[src/rtl/tpu_pkg.sv]
// Shared types and constants for the TPU job sequencer and its delay line.
package tpu_pkg;

    typedef enum logic [2:0] {
        ST_IDLE   = 3'd0,
        ST_WLOAD  = 3'd1,
        ST_STREAM = 3'd2,
        ST_DRAIN  = 3'd3,
        ST_DONE   = 3'd4
    } tpu_state_e;

    localparam int PERF_W = 32;

    // Skew in, traverse the array, de-skew out.
    function automatic int tpu_array_lat(input int matrix_size);
        return 2 * matrix_size + 1;
    endfunction

endpackage

[src/rtl/tpu_valid_delay.sv]
// Fixed-depth 1-bit valid shift register with async reset and synchronous flush.
module tpu_valid_delay #(
    parameter int DEPTH = 1
) (
    input  logic clk_i,
    input  logic rst_ni,
    input  logic flush_i,
    input  logic din_i,
    output logic dout_o,
    output logic dout_nxt_o
);

    logic [DEPTH-1:0] sr_q;
    logic [DEPTH-1:0] sr_d;

    // Shift-and-or form keeps DEPTH=1 legal without a zero-width slice.
    always_comb begin
        sr_d = flush_i ? '0 : ((sr_q << 1) | DEPTH'(din_i));
    end

    always_ff @(posedge clk_i or negedge rst_ni) begin
        if (!rst_ni) sr_q <= '0;
        else         sr_q <= sr_d;
    end

    assign dout_o     = sr_q[DEPTH-1];
    assign dout_nxt_o = sr_d[DEPTH-1];

endmodule

[src/rtl/tpu_job_sequencer.sv]
// Job FSM: weight reload, UB streaming and latency-aligned result writes.
// Define TPU_SEQ_PERF_EN to build the perf_cycles job cycle counter.
module tpu_job_sequencer
    import tpu_pkg::*;
#(
    parameter int ADDR_W      = 10,
    parameter int WSLOT_W     = 2,
    parameter int MATRIX_SIZE = 64,
    parameter int ARRAY_LAT   = tpu_array_lat(MATRIX_SIZE),
    parameter int WLOAD_CYC   = 1
) (
    input  logic               clk,
    input  logic               rstn,
    input  logic               start,
    input  logic               abort,
    input  logic [ADDR_W-1:0]  cfg_src_base,
    input  logic [ADDR_W-1:0]  cfg_dst_base,
    input  logic [ADDR_W-1:0]  cfg_num_vec,
    input  logic [WSLOT_W-1:0] cfg_wslot,
    output logic               busy,
    output logic               done,
    output logic               we_rl,
    output logic [WSLOT_W-1:0] w_sel,
    output logic               ub_rd_en,
    output logic [ADDR_W-1:0]  ub_rd_addr,
    output logic               res_wr_en,
    output logic [ADDR_W-1:0]  res_wr_addr,
    output logic [PERF_W-1:0]  perf_cycles
);

    localparam int WL_W = (WLOAD_CYC > 1) ? $clog2(WLOAD_CYC) : 1;
    localparam logic [WL_W-1:0] WL_LAST = WL_W'(WLOAD_CYC - 1);

    tpu_state_e         state_q, state_d;
    logic [ADDR_W-1:0]  src_q, src_d;
    logic [ADDR_W-1:0]  dst_q, dst_d;
    logic [ADDR_W-1:0]  num_q, num_d;
    logic [WSLOT_W-1:0] w_sel_q, w_sel_d;
    logic [WL_W-1:0]    wl_cnt_q, wl_cnt_d;
    logic [ADDR_W:0]    rd_cnt_q, rd_cnt_d;
    logic [ADDR_W:0]    wr_cnt_q, wr_cnt_d;
    logic [ADDR_W-1:0]  rd_addr_q, rd_addr_d;
    logic [ADDR_W-1:0]  wr_addr_q, wr_addr_d;
    logic               busy_q, done_q, we_rl_q, rd_en_q;
    logic               flush;
    logic               wr_en;
    logic               wr_en_nxt;

    assign flush = abort && (state_q != ST_IDLE);

    tpu_valid_delay #(
        .DEPTH (ARRAY_LAT)
    ) u_valid_delay (
        .clk_i      (clk),
        .rst_ni     (rstn),
        .flush_i    (flush),
        .din_i      (rd_en_q),
        .dout_o     (wr_en),
        .dout_nxt_o (wr_en_nxt)
    );

    always_comb begin
        state_d   = state_q;
        src_d     = src_q;
        dst_d     = dst_q;
        num_d     = num_q;
        w_sel_d   = w_sel_q;
        wl_cnt_d  = wl_cnt_q;
        rd_cnt_d  = rd_cnt_q;
        wr_cnt_d  = wr_cnt_q;
        rd_addr_d = rd_addr_q;
        wr_addr_d = wr_addr_q;

        case (state_q)
            ST_IDLE: begin
                if (start && !abort) begin
                    src_d    = cfg_src_base;
                    dst_d    = cfg_dst_base;
                    num_d    = cfg_num_vec;
                    w_sel_d  = cfg_wslot;
                    wl_cnt_d = '0;
                    rd_cnt_d = '0;
                    wr_cnt_d = '0;
                    state_d  = (cfg_num_vec != '0) ? ST_WLOAD : ST_DONE;
                end
            end
            ST_WLOAD: begin
                if (wl_cnt_q == WL_LAST) state_d = ST_STREAM;
                else                     wl_cnt_d = wl_cnt_q + 1'b1;
            end
            ST_STREAM: begin
                if (rd_cnt_q == {1'b0, num_q}) state_d = ST_DRAIN;
            end
            ST_DRAIN: begin
                if (wr_cnt_q == {1'b0, num_q}) state_d = ST_DONE;
            end
            ST_DONE:  state_d = ST_IDLE;
            default:  state_d = ST_IDLE;
        endcase

        if (flush) state_d = ST_IDLE;

        // Outputs are registered, so addresses are computed for the cycle being entered.
        if (state_d == ST_STREAM) begin
            rd_addr_d = src_q + rd_cnt_q[ADDR_W-1:0];
            rd_cnt_d  = rd_cnt_q + 1'b1;
        end
        if (wr_en_nxt) begin
            wr_addr_d = dst_q + wr_cnt_q[ADDR_W-1:0];
            wr_cnt_d  = wr_cnt_q + 1'b1;
        end
    end

    always_ff @(posedge clk or negedge rstn) begin
        if (!rstn) begin
            state_q   <= ST_IDLE;
            src_q     <= '0;
            dst_q     <= '0;
            num_q     <= '0;
            w_sel_q   <= '0;
            wl_cnt_q  <= '0;
            rd_cnt_q  <= '0;
            wr_cnt_q  <= '0;
            rd_addr_q <= '0;
            wr_addr_q <= '0;
            busy_q    <= 1'b0;
            done_q    <= 1'b0;
            we_rl_q   <= 1'b0;
            rd_en_q   <= 1'b0;
        end else begin
            state_q   <= state_d;
            src_q     <= src_d;
            dst_q     <= dst_d;
            num_q     <= num_d;
            w_sel_q   <= w_sel_d;
            wl_cnt_q  <= wl_cnt_d;
            rd_cnt_q  <= rd_cnt_d;
            wr_cnt_q  <= wr_cnt_d;
            rd_addr_q <= rd_addr_d;
            wr_addr_q <= wr_addr_d;
            busy_q    <= (state_d != ST_IDLE);
            done_q    <= (state_d == ST_DONE);
            we_rl_q   <= (state_d == ST_WLOAD);
            rd_en_q   <= (state_d == ST_STREAM);
        end
    end

`ifdef TPU_SEQ_PERF_EN
    logic [PERF_W-1:0] perf_q;

    always_ff @(posedge clk or negedge rstn) begin
        if (!rstn)                                      perf_q <= '0;
        else if (state_q == ST_IDLE && start && !abort) perf_q <= '0;
        else if (busy_q)                                perf_q <= perf_q + 1'b1;
    end

    assign perf_cycles = perf_q;
`else
    assign perf_cycles = '0;
`endif

    assign busy        = busy_q;
    assign done        = done_q;
    assign we_rl       = we_rl_q;
    assign w_sel       = w_sel_q;
    assign ub_rd_en    = rd_en_q;
    assign ub_rd_addr  = rd_addr_q;
    assign res_wr_en   = wr_en;
    assign res_wr_addr = wr_addr_q;

endmodule

[config.mk]
export PLATFORM = sky130hd
export DESIGN_NAME = tpu_job_sequencer
export DESIGN_NICKNAME = d
export VERILOG_FILES = /design/src/rtl/tpu_pkg.sv /design/src/rtl/tpu_valid_delay.sv /design/src/rtl/tpu_job_sequencer.sv
export SDC_FILE = /design/constraint.sdc
export NUM_CORES = 1
export LEC_CHECK = 0
export CAP_MARGIN = 20
export CORE_MARGIN = 8
export CORE_UTILIZATION = 60
export CTS_CLUSTER_DIAMETER = 30
export DETAILED_ROUTE_END_ITERATION = 16
export PLACE_DENSITY = 0.84
export SLEW_MARGIN = 5
export SYNTH_ARGS = -nofsm -noshare
export SYNTH_HDL_FRONTEND = slang
export SYNTH_HIERARCHICAL = 1
export SYNTH_SLANG_ARGS = --single-unit
[constraint.sdc]
create_clock -name clk -period 6.9 [get_ports clk]
set_input_delay 0.69 -clock clk [delete_from_list [all_inputs] [get_ports clk]]
set_output_delay 0.69 -clock clk [all_outputs]
set_load 0.01 [all_outputs]
==> key figures, run 1 <==
Run status
  – Status: finished, final reports clean

Setup path
  – CP arrival: 3.68 ns
  – Crit path buffers/inverters: 2
  – Worst R2R End: res_wr_addr[9]
  – R2R cell count: 7
  – CP Cell Sequence: inv_1 > nand2_1 > o21a_4 > nor2b_2 > clkinv_1 > o2bb2ai_1 > or3b_2
  – Worst path slowest cell: nor2b_2
  – Critical Path Sink Type: flip-flop
  – CP max FO: 25
  – Worst reg-to-reg setup slack: 3.59 ns
  – Startpoint types: flip-flop
  – Cell family with most CP delay: simple AND/OR/NAND/NOR gates
  – CP Class: reg -> reg
  – WP data required: 7.27 ns
  – FF-to-FF Start: state_q[1]
  – Max incr delay on CP: 0.76 ns

Floorplan
  – Core area: 14400 um2
  – Die area: 18700 um2
  – Die Y: 137 um
  – Number of I/O pins: 95
  – FP Rows: 44
  – Die Width: 137 um
  – Initial Util: 60.8%

Timing
  – Fin Hold WS: 0.157 ns
  – Final Hold Viols: 0
  – Sum Neg Setup Slack: 0 ns
  – Final Setup Violations: 0
  – Fin. max-slew vios: 0
  – Clk_skew: 0.0255 ns
  – Ratio of final minimum period to clock period: 48.0%
  – RSZ-0062 raised after global routing: false
  – Worst slew margin: 33.4%
  – Min Tclk post-route: 3.31 ns
  – Least-Margin Pin Slew: 0.998 ns
  – Max Fclk: 302 MHz

GRT
  – First-pass GRT wire length: 29.7 mm
  – Vias in the first global route: 6097
  – M1 GR Usage: 24.4%
  – Initial antenna violation count: 0
  – Pin count of the biggest net entering global routing: 133
  – Total track usage: 19.6%
  – Grt met2 use: 32.2%
  – Gr busiest metal: met2
  – Met3 Usage GRT: 4.44%
  – Remaining Overflow, GRT: 0

Yosys
  – Async SR Flop Fraction: 100%
  – Yosys reg bits: 210
  – Yosys warns: 6
  – Post-synthesis sequential area ratio: 59.9%
  – Post-Syn Area per Cell: 11.1 um2
  – Synth Flop Type: dfrtp_1
  – Cell variety after synth: 60
  – Cell area after synthesis: 8770 um2
  – Synth Instances: 788
  – EDFF count, synth: 0

Routing
  – WL per Instance: 16.7 um
  – DR pass1 iterations: 4
  – Iter 0 DRT Violations: 465
  – Routed Wire Length: 17.8 mm
  – Via count: 5699
  – DRC violations left: 0
  – Drt via density: 5.33
  – Final ANT Viol Nets: 0

Placement
  – RD Place Congestion: 0.826
  – Buffers added on ports: 62
  – Post-placement cell count: 1006
  – Placed inst area: 9400 um2
  – DP HPWL: 10.7 mm

Finish
  – Number of diodes: 0
  – Nets: 920
  – Layout cell share with drive strength beyond 1: 8.80%
  – Finished Layout Cells: 1070
  – Final Cell Area: 10700 um2
  – Most common cell after layout, fill and taps aside: dfrtp_1
  – Commonest cells after routing, fill and taps aside: 210 x dfrtp_1, 132 x nor2b_1, 124 x nand2_1
  – Area Overhead vs Synth: 22.2%

Clocking
  – Clk_lat worst skew: 0.50 ns
  – Reg clk slew, reported paths: 0.05 ns
  – Total CTS buffers: 36
  – Root Buffer: clkbuf_16
  – H-tree depth: 2
  – Cts hold-fix bufs: 0
  – Clock Path Buffers: 3
  – Setup Fix Bufs, Post-CTS: 0
  – PostCTS Resize Cnt: 0
  – CTS tree: done
  – Clock net sink count: 210

Power and ir drop
  – Worst VDD drop: 0.287 mV
  – Sw Ratio: 28.2%
  – Gate power share: 18.7%
  – P per Cell Area: 387 nW/um2
  – Sequential power share: 36.7%
  – Internal power: 2980 uW
  – Clk pwr share: 44.6%
  – P_sw: 1170 uW
  – LEAKAGE: 0.00542 uW

Hold path
  – Min-delay worst type: in -> async

Job
  – Maxcap violations: 0
[how the worst max path moves through the flow]
stage / slack, ns / end / startpoint / cells past startpoint
2_1_floorplan: 4.53 / rd_cnt_q[7] / wr_cnt_q[1] / 7
3_3_place_gp: 3.29 / res_wr_addr[9] / abort / 6
3_5_place_dp: 3.22 / res_wr_addr[9] / abort / 6
4_1_cts: 3.62 / res_wr_addr[9] / state_q[1] / 7
5_1_grt: 3.29 / res_wr_addr[9] / state_q[1] / 7
6_report: 3.59 / res_wr_addr[9] / state_q[1] / 7
[worst reg2reg max path: stages (launching register included)]
cell       delay, ns
dfrtp_1         0.44
inv_1           0.13
nand2_1         0.16
o21a_4          0.24
nor2b_2         0.76
clkinv_1        0.71
o2bb2ai_1       0.29
or3b_2          0.46
[cells in the mapped netlist (5+ instances only)]
| library cell | n | area [um2] |
|---|---|---|
| a21o_1 | 8 | 60.1 |
| a21oi_1 | 15 | 75.1 |
| buf_2 | 16 | 80.1 |
| buf_4 | 34 | 255 |
| clkbuf_1 | 11 | 41.3 |
| dfrtp_1 | 210 | 5260 |
| ha_1 | 20 | 250 |
| inv_1 | 18 | 67.6 |
| nand2_1 | 124 | 465 |
| nand2b_1 | 5 | 31.3 |
| nand3_1 | 13 | 65.1 |
| nor2_1 | 13 | 48.8 |
| nor2b_1 | 133 | 832 |
| nor3_1 | 13 | 65.1 |
| nor4_1 | 6 | 37.5 |
| o21ai_0 | 22 | 110 |
| o21ai_1 | 12 | 60.1 |
| or4_1 | 6 | 45.0 |
| xnor2_1 | 11 | 96.3 |
| xor2_1 | 24 | 210 |
[metal layers]
metal / up-vias / wire (um) / share of wire [%]
met5: - / 0 / 0
met4: 0 / 480 / 2.7
met3: 41 / 880 / 4.9
met2: 151 / 8830 / 49
met1: 2822 / 7650 / 43
li1: 2685 / - / -
[registers in the layout (all words and copies together) (netlist names)]
signal,cells
ub_rd_en,1
src_q,10
num_q,10
wr_cnt_q,11
busy,1
u_valid_delay/sr_q,129
w_sel,2
res_wr_addr,10
done,1
we_rl,1
ub_rd_addr,10
rd_cnt_q,11
dst_q,10
state_q,3
[kinds of logic (layout without fill, tap and decap cells)]
logic type               after synthesis  count (layout)  synth area share, %
XOR/XNOR                              35              35                 3.49
buffers and inverters                 84             151                 5.36
AND/OR/NAND/NOR                      334             334                 19.8
adder cells (fa/ha/maj)               22              22                 3.31
other                                  1              32               0.0427
multiplexers                           9               9                 1.10
AO/OA/AOI/OAI                         93              93                 6.97
flip-flops                           210             210                 59.9
[layout make-up]
type                       instances  area (um2)
inverter                          20        75.1
fill                             942        3700
multi-input combinational        525        3180
clock inverter                    18         285
timing repair buffer              69         717
sequential                       210        5260
tap                              184         230
clock buffer                      44         982
[power by group through the flow]
| stage | clock network (uW) | registers [uW] | logic, uW |
|---|---|---|---|
| finish | 1850 | 1520 | 777 |
| floorplan | 0 | 1510 | 533 |
| global placement | 0 | 1520 | 713 |
| detailed placement | 0 | 1530 | 755 |
| CTS | 1880 | 1520 | 769 |
| global route | 1930 | 1540 | 866 |
[through the flow]
stage | power (uW) | utilization (%) | setup slack [ns]
4_1_cts | 4160 | 74.0 | 3.62
2_1_floorplan | 2040 | - | 4.53
5_1_grt | 4340 | 74.4 | 3.29
6_report | 4150 | 74.4 | 3.59
3_3_place_gp | 2240 | 65.2 | 3.29
3_5_place_dp | 2290 | 65.2 | 3.22
Note: power is estimated with default switching activity, not from simulation.
==> inputs of run 2 (changes only) <==
--- a/config.mk
+++ b/config.mk
@@ -7,10 +7,10 @@
 export LEC_CHECK = 0
 export CAP_MARGIN = 20
 export CORE_MARGIN = 8
-export CORE_UTILIZATION = 60
+export CORE_UTILIZATION = 51
 export CTS_CLUSTER_DIAMETER = 30
 export DETAILED_ROUTE_END_ITERATION = 16
-export PLACE_DENSITY = 0.84
+export PLACE_DENSITY = 0.76
 export SLEW_MARGIN = 5
 export SYNTH_ARGS = -nofsm -noshare
 export SYNTH_HDL_FRONTEND = slang
==> constraint.sdc (replaced) <==
create_clock -name clk -period 2.85 [get_ports clk]
set_input_delay 0.285 -clock clk [delete_from_list [all_inputs] [get_ports clk]]
set_output_delay 0.285 -clock clk [all_outputs]
set_load 0.01 [all_outputs]
==> run 2 against run 1 <==
Register-to-register slack got worse by 3.3 ns. Clock skew decreased by 0.015 ns. Utilization decreased by 10 points. Wire length decreased by 8.1%. Sequential power increased by 140%. Non-clock buffer count increased by 4. Die area increased by 16%. Sequential share of layout area decreased by 0.85 points. Clock power increased by 150%. Critical path type unchanged. Highest routed layer unchanged.
==> key figures, run 2 (synthesis results as in run 1) <==
Floorplan
  – Initial Util: 51.4% (was 60.8%)
  – Die area: 21700 um2 (was 18700 um2)
  – FP Rows: 48 (was 44)
  – Die Y: 147 um (was 137 um)
  – Number of I/O pins: 95 (unchanged)
  – Die Width: 147 um (was 137 um)
  – Core area: 17100 um2 (was 14400 um2)

Routing
  – Iter 0 DRT Violations: 324 (was 465)
  – Drt via density: 4.85 (was 5.33)
  – Routed Wire Length: 16.4 mm (was 17.8 mm)
  – DRC violations left: 0 (unchanged)
  – DR pass1 iterations: 4 (unchanged)
  – Via count: 5471 (was 5699)
  – WL per Instance: 14.5 um (was 16.7 um)
  – Final ANT Viol Nets: 0 (unchanged)

Power and ir drop
  – Clk pwr share: 45.5% (was 44.6%)
  – P per Cell Area: 926 nW/um2 (was 387 nW/um2)
  – Gate power share: 18.2% (was 18.7%)
  – Worst VDD drop: 0.603 mV (was 0.287 mV)
  – Sw Ratio: 29.1% (was 28.2%)
  – Internal power: 7170 uW (was 2980 uW)
  – LEAKAGE: 0.00547 uW (was 0.00542 uW)
  – Sequential power share: 36.2% (was 36.7%)
  – P_sw: 2940 uW (was 1170 uW)

Setup path
  – Critical Path Sink Type: flip-flop (unchanged)
  – CP Class: reg -> reg (unchanged)
  – Worst reg-to-reg setup slack: 0.25 ns (was 3.59 ns)
  – CP max FO: 39 (was 25)
  – CP Cell Sequence: xor2_1 > or4_1 > or4_4 > a31oi_4 > buf_12 > and2_1 > a221o_1 (was inv_1 > nand2_1 > o21a_4 > nor2b_2 > clkinv_1 > o2bb2ai_1 > or3b_2)
  – Startpoint types: flip-flop (unchanged)
  – R2R cell count: 7 (unchanged)
  – FF-to-FF Start: wr_cnt_q[1] (was state_q[1])
  – Max incr delay on CP: 0.53 ns (was 0.76 ns)
  – CP arrival: 3.04 ns (was 3.68 ns)
  – Worst path slowest cell: or4_1 (was nor2b_2)
  – WP data required: 3.29 ns (was 7.27 ns)
  – Worst R2R End: rd_cnt_q[7] (was res_wr_addr[9])

Clocking
  – H-tree depth: 2 (unchanged)
  – Clk_lat worst skew: 0.51 ns (was 0.50 ns)
  – PostCTS Resize Cnt: 0 (unchanged)
  – Setup Fix Bufs, Post-CTS: 0 (unchanged)
  – Clock net sink count: 210 (unchanged)
  – Root Buffer: clkbuf_16 (unchanged)
  – Reg clk slew, reported paths: 0.05 ns (about the same)
  – Total CTS buffers: 41 (was 36)
  – CTS tree: done (unchanged)
  – Clock Path Buffers: 3 (unchanged)
  – Cts hold-fix bufs: 1 (was 0)

Timing
  – Sum Neg Setup Slack: 0 ns (unchanged)
  – RSZ-0062 raised after global routing: false (unchanged)
  – Clk_skew: 0.0104 ns (was 0.0255 ns)
  – Least-Margin Pin Slew: 0.520 ns (was 0.998 ns)
  – Final Setup Violations: 0 (unchanged)
  – Final Hold Viols: 0 (unchanged)
  – Ratio of final minimum period to clock period: 91.1% (was 48.0%)
  – Fin. max-slew vios: 0 (unchanged)
  – Min Tclk post-route: 2.60 ns (was 3.31 ns)
  – Setup ws final: 0.254 ns (was 3.59 ns)
  – Max Fclk: 385 MHz (was 302 MHz)
  – Worst slew margin: 65.3% (was 33.4%)

Hold path
  – Min-delay worst type: in -> reg (was in -> async)
  – Hold_sp: cfg_src_base[4]
  – Hold Path Cell Cnt: 3
  – Worst Hold End: src_q[4]

Placement
  – Worst slack, placed: 0.245 ns (was 3.22 ns)
  – RD Place Congestion: 0.836 (was 0.826)
  – Buffers added on ports: 62 (unchanged)
  – DP HPWL: 10.1 mm (was 10.7 mm)

Finish
  – Layout cell share with drive strength beyond 1: 10.1% (was 8.80%)
  – Top reg by flops: u_valid_delay/sr_q (unchanged)
  – Area Overhead vs Synth: 24.4% (was 22.2%)
  – Top flop regs: u_valid_delay/sr_q (129), rd_cnt_q (11), wr_cnt_q (11) (unchanged)
  – Number of diodes: 0 (unchanged)
  – Fillers: 1314 (was 942)
  – Final Util: 64.0% (was 74.4%)
  – Most common cell after layout, fill and taps aside: dfrtp_1 (unchanged)
  – Nets: 929 (was 920)
  – Max FFs per register: 129 (unchanged)
  – Commonest cells after routing, fill and taps aside: 210 x dfrtp_1, 132 x nor2b_1, 124 x nand2_1 (unchanged)

GRT
  – Pin count of the biggest net entering global routing: 129 (was 133)
  – Initial antenna violation count: 0 (unchanged)
  – Remaining Overflow, GRT: 0 (unchanged)
  – First-pass GRT wire length: 28.6 mm (was 29.7 mm)
  – Vias in the first global route: 5871 (was 6097)
  – Total track usage: 15.9% (was 19.6%)

Run status
  – Status: finished, final reports clean (unchanged)

Job
  – Maxcap violations: 0 (unchanged)
## run 2: through the flow
stage | hold slack, ns | area [um2] | instances | total power (uW)
global placement | 0.309 | 9540 | 1052 | 5510
detailed placement | 0.310 | 9540 | 1052 | 5550
global route | 0.321 | 10900 | 1128 | 10600
finish | 0.307 | 10900 | 1128 | 10100
CTS | 0.287 | 10900 | 1128 | 10200
floorplan | -0.0106 | 8890 | 819 | 4950
## run 2: how the worst max path moves through the flow
stage                      startpoint     endpoint  slack (ns)  cells after the start
after floorplan           wr_cnt_q[1]  rd_cnt_q[7]        0.48                      7
after global placement    wr_cnt_q[1]  rd_cnt_q[7]        0.30                      7
after detailed placement  wr_cnt_q[1]  rd_cnt_q[7]        0.24                      7
after CTS                 wr_cnt_q[1]  rd_cnt_q[7]        0.25                      7
after global routing      wr_cnt_q[1]  rd_cnt_q[7]        0.12                      7
final                     wr_cnt_q[1]  rd_cnt_q[7]        0.25                      7
## run 2: cell type report
class | count | area (um2) | share of cell area, %
Clock inverter | 22 | 231 | 2.12
Clock buffer | 53 | 1130 | 10.4
Sequential cell | 210 | 5260 | 48.1
Multi-Input combinational cell | 525 | 3180 | 29.1
Timing Repair Buffer | 73 | 759 | 6.96
Tap cell | 225 | 282 | 2.58
Inverter | 20 | 75.1 | 0.688
## run 2: power groups by stage
stage,logic (uW),clock network [uW],registers [uW]
floorplan,1290,0,3660
global placement,1810,0,3700
detailed placement,1850,0,3700
CTS,1870,4700,3660
global route,2090,4850,3710
finish,1840,4600,3660
## run 2: critical path, delay by kind of cell (launching register included)
family | cells | cell delay [ns]
AOI/OAI and AO/OA | 2 | 0.37
xor gates and xnor gates | 1 | 0.20
DFF | 1 | 0.43
and+or+nand+nor | 3 | 1.34
buffers and inverters | 1 | 0.22
## run 2: metal layers
layer  global-route usage, %  vias to the layer above  wire, um
met5                       0                        -         0
met4                    5.51                        0       335
met3                    4.18                       30       771
met2                    24.9                      109      7680
met1                    21.0                     2615      7610
li1                        -                     2717         -
